--- src/rtl/ft600_tx_scheduler.sv ---
`default_nettype none
// ============================================================================
// Module   : ft600_tx_scheduler
// Brief    : Round-robin packet scheduler feeding the FT600 bridge TX FIFO;
//            each packet is prefixed with a {SYNC, channel, len} header word.
// Revision : 1.0
// ============================================================================
module ft600_tx_scheduler #(
    parameter int         NUM_CH  = 4,
    parameter int         CH_BITS = 2,
    parameter logic [3:0] SYNC    = 4'hA
) (
    input  logic                 clk,
    input  logic                 rst,
    input  logic [NUM_CH-1:0]    ch_req,
    input  logic [NUM_CH*8-1:0]  ch_len,
    input  logic [NUM_CH-1:0]    ch_valid,
    input  logic [NUM_CH*16-1:0] ch_data,
    output logic [NUM_CH-1:0]    ch_ready,
    output logic [NUM_CH-1:0]    ch_done,
    output logic                 tx_en,
    output logic [15:0]          tx_in,
    input  logic                 tx_full,
    output logic                 busy,
    output logic [CH_BITS-1:0]   grant
);

    typedef enum logic [1:0] {
        S_IDLE    = 2'd0,
        S_HEADER  = 2'd1,
        S_PAYLOAD = 2'd2,
        S_DONE    = 2'd3
    } state_t;

    state_t               state_q;
    logic [CH_BITS-1:0]   grant_q;
    logic [CH_BITS-1:0]   last_q;
    logic [7:0]           len_q;
    logic [7:0]           cnt_q;

    logic                 w_any;
    logic [CH_BITS-1:0]   w_pick;
    logic [CH_BITS-1:0]   w_idx;
    logic [NUM_CH-1:0]    w_gnt_oh;
    logic [15:0]          w_sel_data;
    logic                 w_sel_valid;
    logic [3:0]           w_gid;
    logic                 w_tx_en;

    // Scan from the farthest candidate toward last+1 so the nearest requester
    // after the previous grant overwrites the others and wins.
    always_comb begin
        w_any  = 1'b0;
        w_pick = '0;
        w_idx  = '0;
        for (int k = NUM_CH; k >= 1; k--) begin
            w_idx = CH_BITS'((int'(last_q) + k) % NUM_CH);
            if (ch_req[w_idx]) begin
                w_any  = 1'b1;
                w_pick = w_idx;
            end
        end
    end

    assign w_gnt_oh    = NUM_CH'(1) << grant_q;
    assign w_sel_data  = ch_data[int'(grant_q)*16 +: 16];
    assign w_sel_valid = ch_valid[grant_q];
    assign w_gid       = 4'(grant_q);

    always_comb begin
        w_tx_en = 1'b0;
        tx_in   = 16'h0000;
        case (state_q)
            S_HEADER: begin
                w_tx_en = ~tx_full;
                tx_in   = {SYNC, w_gid, len_q};
            end
            S_PAYLOAD: begin
                w_tx_en = w_sel_valid & ~tx_full;
                tx_in   = w_sel_data;
            end
            default: begin
                w_tx_en = 1'b0;
                tx_in   = 16'h0000;
            end
        endcase
    end

    assign tx_en    = w_tx_en;
    assign ch_ready = (state_q == S_PAYLOAD && !tx_full) ? w_gnt_oh : '0;
    assign ch_done  = (state_q == S_DONE) ? w_gnt_oh : '0;
    assign busy     = (state_q != S_IDLE);
    assign grant    = grant_q;

    always_ff @(posedge clk or negedge rst) begin
        if (!rst) begin
            state_q <= S_IDLE;
            grant_q <= '0;
            last_q  <= CH_BITS'(NUM_CH - 1);
            len_q   <= '0;
            cnt_q   <= '0;
        end else begin
            case (state_q)
                S_IDLE: begin
                    if (w_any) begin
                        grant_q <= w_pick;
                        last_q  <= w_pick;
                        len_q   <= ch_len[int'(w_pick)*8 +: 8];
                        state_q <= S_HEADER;
                    end
                end
                S_HEADER: begin
                    if (w_tx_en) begin
                        cnt_q   <= '0;
                        state_q <= S_PAYLOAD;
                    end
                end
                S_PAYLOAD: begin
                    // Compare before increment so len=255 ends at 255 without wrapping.
                    if (w_tx_en) begin
                        cnt_q <= cnt_q + 8'd1;
                        if (cnt_q == len_q) begin
                            state_q <= S_DONE;
                        end
                    end
                end
                S_DONE: begin
                    state_q <= S_IDLE;
                end
                default: begin
                    state_q <= S_IDLE;
                end
            endcase
        end
    end

endmodule
`default_nettype wire

--- config.mk ---
export PLATFORM = sky130hd
export DESIGN_NAME = ft600_tx_scheduler
export DESIGN_NICKNAME = d
export VERILOG_FILES = /design/src/rtl/ft600_tx_scheduler.sv
export SDC_FILE = /design/constraint.sdc
export NUM_CORES = 1
export LEC_CHECK = 0
export BUFFER_PORTS_ARGS = -buffer_cell sky130_fd_sc_hd__buf_4
export CORE_MARGIN = 5
export CORE_UTILIZATION = 25
export CTS_BUF_LIST = sky130_fd_sc_hd__clkbuf_4 sky130_fd_sc_hd__clkbuf_8
export CTS_CLUSTER_DIAMETER = 150
export DETAILED_ROUTE_END_ITERATION = 8
export GPL_TIMING_DRIVEN = 0
export MAX_ROUTING_LAYER = met4
export REMOVE_ABC_BUFFERS = 1
export SYNTH_ARGS = -nofsm -noshare
export SYNTH_HDL_FRONTEND = slang
export SYNTH_SLANG_ARGS = --single-unit
--- constraint.sdc ---
create_clock -name clk -period 3.1 [get_ports clk]
set_clock_uncertainty 0.15 [all_clocks]
set_input_delay 0.465 -clock clk [delete_from_list [all_inputs] [get_ports clk]]
set_output_delay 0.465 -clock clk [all_outputs]
set_load 0.01 [all_outputs]
* Yosys cells after proc, flatten, opt, wreduce, memory -nomap -nowiden
Index checks and enable logic that the tools add are counted.
** Operators by class
- Eq/ne operators :: 8
- Muxes and demuxes :: 30
- $lt $le $gt $ge :: 5
- Shift-type cells :: 3
- Add/subtract/negate cells :: 5
- Reduce and logical (&&, ||, !) cells :: 8
- Bitwise operators :: 2
** Operators with widths (number)
- $shiftx 64x7->16 :: 1
- $pmux 16 s2 :: 1
- $shiftx 32x6->8 :: 1
- $mux 2 :: 8
- $mux 8 :: 2
- $pmux 8 s2 :: 1
- $lt 2x3->1 const B :: 5
- $bmux 1 s2 :: 5
- $mux 1 :: 9
- $add 8x1->8 const B :: 1
- $eq 8x8->1 :: 1
- $mux 4 :: 2
- $pmux 2 s4 :: 1
- $ne 2x2->1 const B :: 3
- $add 2x1->2 const B :: 2
- $add 2x2->2 const B :: 2
- $eq 2x2->1 const B :: 2
- $reduce_and 4->1 :: 1
- $reduce_bool 2->1 :: 2
- $shl 1x2->4 const A :: 1
- $reduce_and 3->1 :: 1
- $eq 2x1->1 const B :: 1
- $logic_not 2->1 :: 1
- $ne 2x1->1 const B :: 1
- 6 further kinds :: 6
** Word-level totals
- Logic and storage cells :: 66
- Register bits :: 22
- Output and inout port bits :: 28
- Bits of input ports :: 107

* Depth between registers and ports, before layout
- Word-level depth :: 9
- Gate-level depth with buffers :: 7
- Depth with buffers taken out :: 7

* Least setup slack after synthesis
OpenSTA, ideal clock, no wires.
- Path kind :: register to output
- From :: register grant_q[0] (netlist: grant[0])
- To :: output port tx_in[8]
- Buffers on the path :: 2
- Arrival :: 1.650 ns
- Stages on the path, launching flop included :: 6
- Path slack :: 0.835 ns
- Data required time :: 2.485 ns
- Cell sequence :: dfrtp_1 > buf_6 > clkbuf_1 > mux4_2 > nand3_1 > o21ai_0
** Between the ends
- Cells in the longest elaborated chain, start to end :: 2
** Ends and longest elaborated chain
- from (decl) :: RTL line 36 : logic [CH_BITS-1:0] grant_q;
- from (signal assigned) :: RTL line 106 : grant_q <= w_pick;
- $shiftx 64x7->16 :: RTL line 66 : assign w_sel_data = ch_data[int'(grant_q)*16 +: 16];
- $pmux 16 s2 * :: RTL line 73 : case (state_q)
- to (decl) :: RTL line 22 : output logic [15:0] tx_in,
Mark *: on every way between the ends. The rest lies on a longest branch, timed or not.

* Worst setup path after layout
- From :: register state_q[0]
- To :: output port tx_en
** Between the ends
- Cells in the longest elaborated chain, start to end :: 2
** Ends and longest elaborated chain
- from (decl) :: RTL line 35 : state_t state_q;
- from (signal assigned) :: RTL line 97 : state_q <= S_IDLE;
- from (signal assigned) :: RTL line 109 : state_q <= S_HEADER;
- from (signal assigned) :: RTL line 115 : state_q <= S_PAYLOAD;
- $eq 2x2->1 / $eq 2x1->1 (equally long branches) :: RTL line 73
- $pmux 1 s2 * :: RTL line 73
- to (decl) :: RTL line 21 : output logic tx_en,
Marked as above.

==> flow_metrics.env <==
export IMPL_yosysWarnings=0
export IMPL_critPathMaxFanout=26
export IMPL_layout_area_overhead_vs_synth_pct=56.1
export IMPL_p_leak_nw=1.53
export IMPL_cts_sinks=22
export IMPL_routabilityCongestion=0.850
export IMPL_multi_input_area_sq_um=1450
export IMPL_core_sq_um=8180
export IMPL_grt_antenna_before_repair=0
export IMPL_ff_latch_area_sq_um=554
export IMPL_synth_top_area_frac=0.240
export IMPL_fin_area_sq_um=3250
export IMPL_required_ps=2480
export IMPL_die_area_sq_um=10300
export IMPL_worst_path_buf_inv=2
export IMPL_rsz0062_at_grt="false"
export IMPL_status="finished clean"
export IMPL_die_w_um=101
export IMPL_drt_wl_total_um=6810
export IMPL_cp_slowest_cell="ha_1"
export IMPL_cts_max_level=1
export IMPL_cts_made_buffers=3
export IMPL_overflow=0
export IMPL_slew_headroom=0.321
export IMPL_n_fill_cell=858
export IMPL_numPlacedInstances=434
export IMPL_routed_via_density=4.90
export IMPL_start_util=0.255
export IMPL_clk_pin_slew_worst_paths_ps=70
export IMPL_clockBufferDepth=2
export IMPL_drtIter0Drc=91
export IMPL_hold_class="flop to flop"
export IMPL_synth_cell_types=39
export IMPL_cp_top_family="adder cells"
export IMPL_placed_area_sq_um=3170
export IMPL_synth_area_top_cells="dfrtp_1, mux4_2, mux2i_1, xnor2_1, a32o_1"
export IMPL_path_depth=5
export IMPL_yosysSeqAreaShare=0.265
export IMPL_fin_crit_sh=0.927
export IMPL_grt_max_degree=28
export IMPL_antenna_cells=0
export IMPL_reg2reg_from="state_q[0]"
export IMPL_reg2reg_to="cnt_q[7]"
export IMPL_hold_viol=0
export IMPL_tightest_slew_ps=1020
export IMPL_rows=33
export IMPL_die_h_um=101
export IMPL_crit_path_end_kind="output port"
export IMPL_final_common_cell="buf_4"
export IMPL_critPathLaunch="state_q[0]"
export IMPL_tns_ps=0
export IMPL_grt_pass1_vias=2353
export IMPL_syn_area_sq_um=2080
export IMPL_final_nets=447
export IMPL_clock_latency_ps=270
export IMPL_rrSetupSlack_ps=330
export IMPL_crit_end="tx_en"
export IMPL_synthCells=210
export IMPL_yosysTopAreaCell="dfrtp_1"
export IMPL_fmax_mhz=348
export IMPL_boundaryPins=135
export IMPL_startpoint_type="flop"
export IMPL_synth_seq_cells=22
export IMPL_setup_viol=0
export IMPL_track_usage=0.137
export IMPL_cts_tree="yes"
export IMPL_dr_pass1_iters=4
export IMPL_grt_pass1_wl_um=11000
export IMPL_reg2regPathDepth=7
export IMPL_postSynthAreaPerCell_sq_um=9.93
export IMPL_cp_arrival_ps=2260
export IMPL_hpwl_um=5680
export IMPL_layout_min_cycle_time_ps=2870
export IMPL_cap_violations=0
export IMPL_postRouteAntennaNets=0
export IMPL_drc=0
export IMPL_vdd_ir_drop_max_mv=0.283
export IMPL_slew_violations=0
export IMPL_cts_root_buf="clkbuf_8"
export IMPL_drive_gt1_frac=0.506
export IMPL_wl_per_cell_um=15.5
export IMPL_layout_common_cells="buf_4, nand2_1, mux2i_1, dfrtp_1, mux4_2"
export IMPL_crit_type="flop to output port"
export IMPL_fin_cells=439
export IMPL_powerDensity_nw_per_um2=765
export IMPL_vias=2149
export IMPL_slowest_delay_ps=710
export IMPL_port_buffers=134
export IMPL_worstPathCellList="inv_1 > ha_1 > or4b_4 > nand2_1 > buf_4"
==> final cells by class <==
class,count,area share
inverters,5,0.00577
well taps,105,0.0404
clock buffers,3,0.0127
flip-flops and latches,22,0.170
multi-input cells,167,0.445
clock inverters,1,0.00923
repair buffers,136,0.317
==> registers in the layout, indices dropped and copies added, names as in the netlist <==
signal   cells
cnt_q        8
grant        2
len_q        8
last_q       2
state_q      2
==> repair_timing <==
| action | in CTS | in global routing |
|---|---|---|
| endpoints found under the setup margin | 11 | 1 |
| setup buffers | 0 | 0 |
| resized for setup | 1 | 1 |
| pin swaps | 0 | 0 |
| hold endpoints to repair | 20 | 0 |
| hold buffers | 1 | 0 |
==> power by group <==
part	switching [mW]	leakage, nW	internal (mW)
combinational	0.719	1.22	0.852
sequential	0.248	0.277	0.401
clock	0.0957	0.0357	0.173
==> per-layer routing <==
layer | part of all wire | wire length (um) | GRT usage
met1 | 0.40 | 2730 | 0.156
met2 | 0.55 | 3720 | 0.251
met3 | 0.037 | 255 | 0.0200
met4 | 0.015 | 104 | 0.0317
met5 | 0 | 0 | -
==> worst min-delay path: cells and delay by family, from the launching register on <==
family	cells	cell delay, ps
simple gates	2	110
flops	1	400
==> worst min-delay path by stage <==
stage / slack (ps) / endpoint / cells after the start / startpoint
2_1_floorplan: 20 / cnt_q[0] / 0 / rst
3_3_place_gp: 220 / state_q[0] / 1 / rst
3_5_place_dp: 220 / state_q[0] / 1 / rst
4_1_cts: 360 / len_q[2] / 3 / ch_len[2]
5_1_grt: 370 / len_q[0] / 3 / ch_len[0]
6_report: 360 / last_q[1] / 2 / last_q[1]
==> Yosys cell counts <==
cell	number
inv_1	5
o21a_1	1
mux2i_1	19
o21ai_0	3
o221a_4	1
xnor2_1	14
a211oi_2	1
o32a_1	1
and3_1	6
nand4_1	4
mux4_2	16
o221ai_1	9
nand2b_1	8
or3b_4	1
mux2_4	1
a21oi_1	7
dfrtp_1	20
ha_1	5
nand3_1	4
buf_4	1
buf_2	3
nor3_1	4
nand3b_1	1
nor3b_1	2
and2_1	2
nor4_1	1
nand2_1	24
buf_1	2
nor2_1	15
clkbuf_1	9
or2_2	2
buf_6	1
or4b_4	1
a32o_1	9
dfstp_2	2
nor2b_1	2
nor4_2	1
o21ai_2	1
a31oi_1	1
==> kinds of logic after synthesis <==
kind of cell,Yosys count,synth area share
simple gates,78,0.193
mux,36,0.271
compound gates,34,0.136
flops,22,0.265
buf+inv,21,0.0450
xor+xnor,14,0.0588
fa+ha+maj,5,0.0300
==> per-stage QoR <==
stage / worst slack (ps) / total power [mW] / hold slack [ps] / utilization
4_1_cts: 105 / 2.52 / 355 / 0.398
5_1_grt: 37.3 / 2.69 / 370 / 0.398
3_5_place_dp: 17.9 / 2.25 / 222 / 0.388
3_3_place_gp: -13.8 / 2.22 / 221 / 0.385
2_1_floorplan: 385 / 1.61 / 19.4 / -
6_report: 227 / 2.49 / 356 / 0.398
Note: power is estimated with default switching activity, not from simulation.
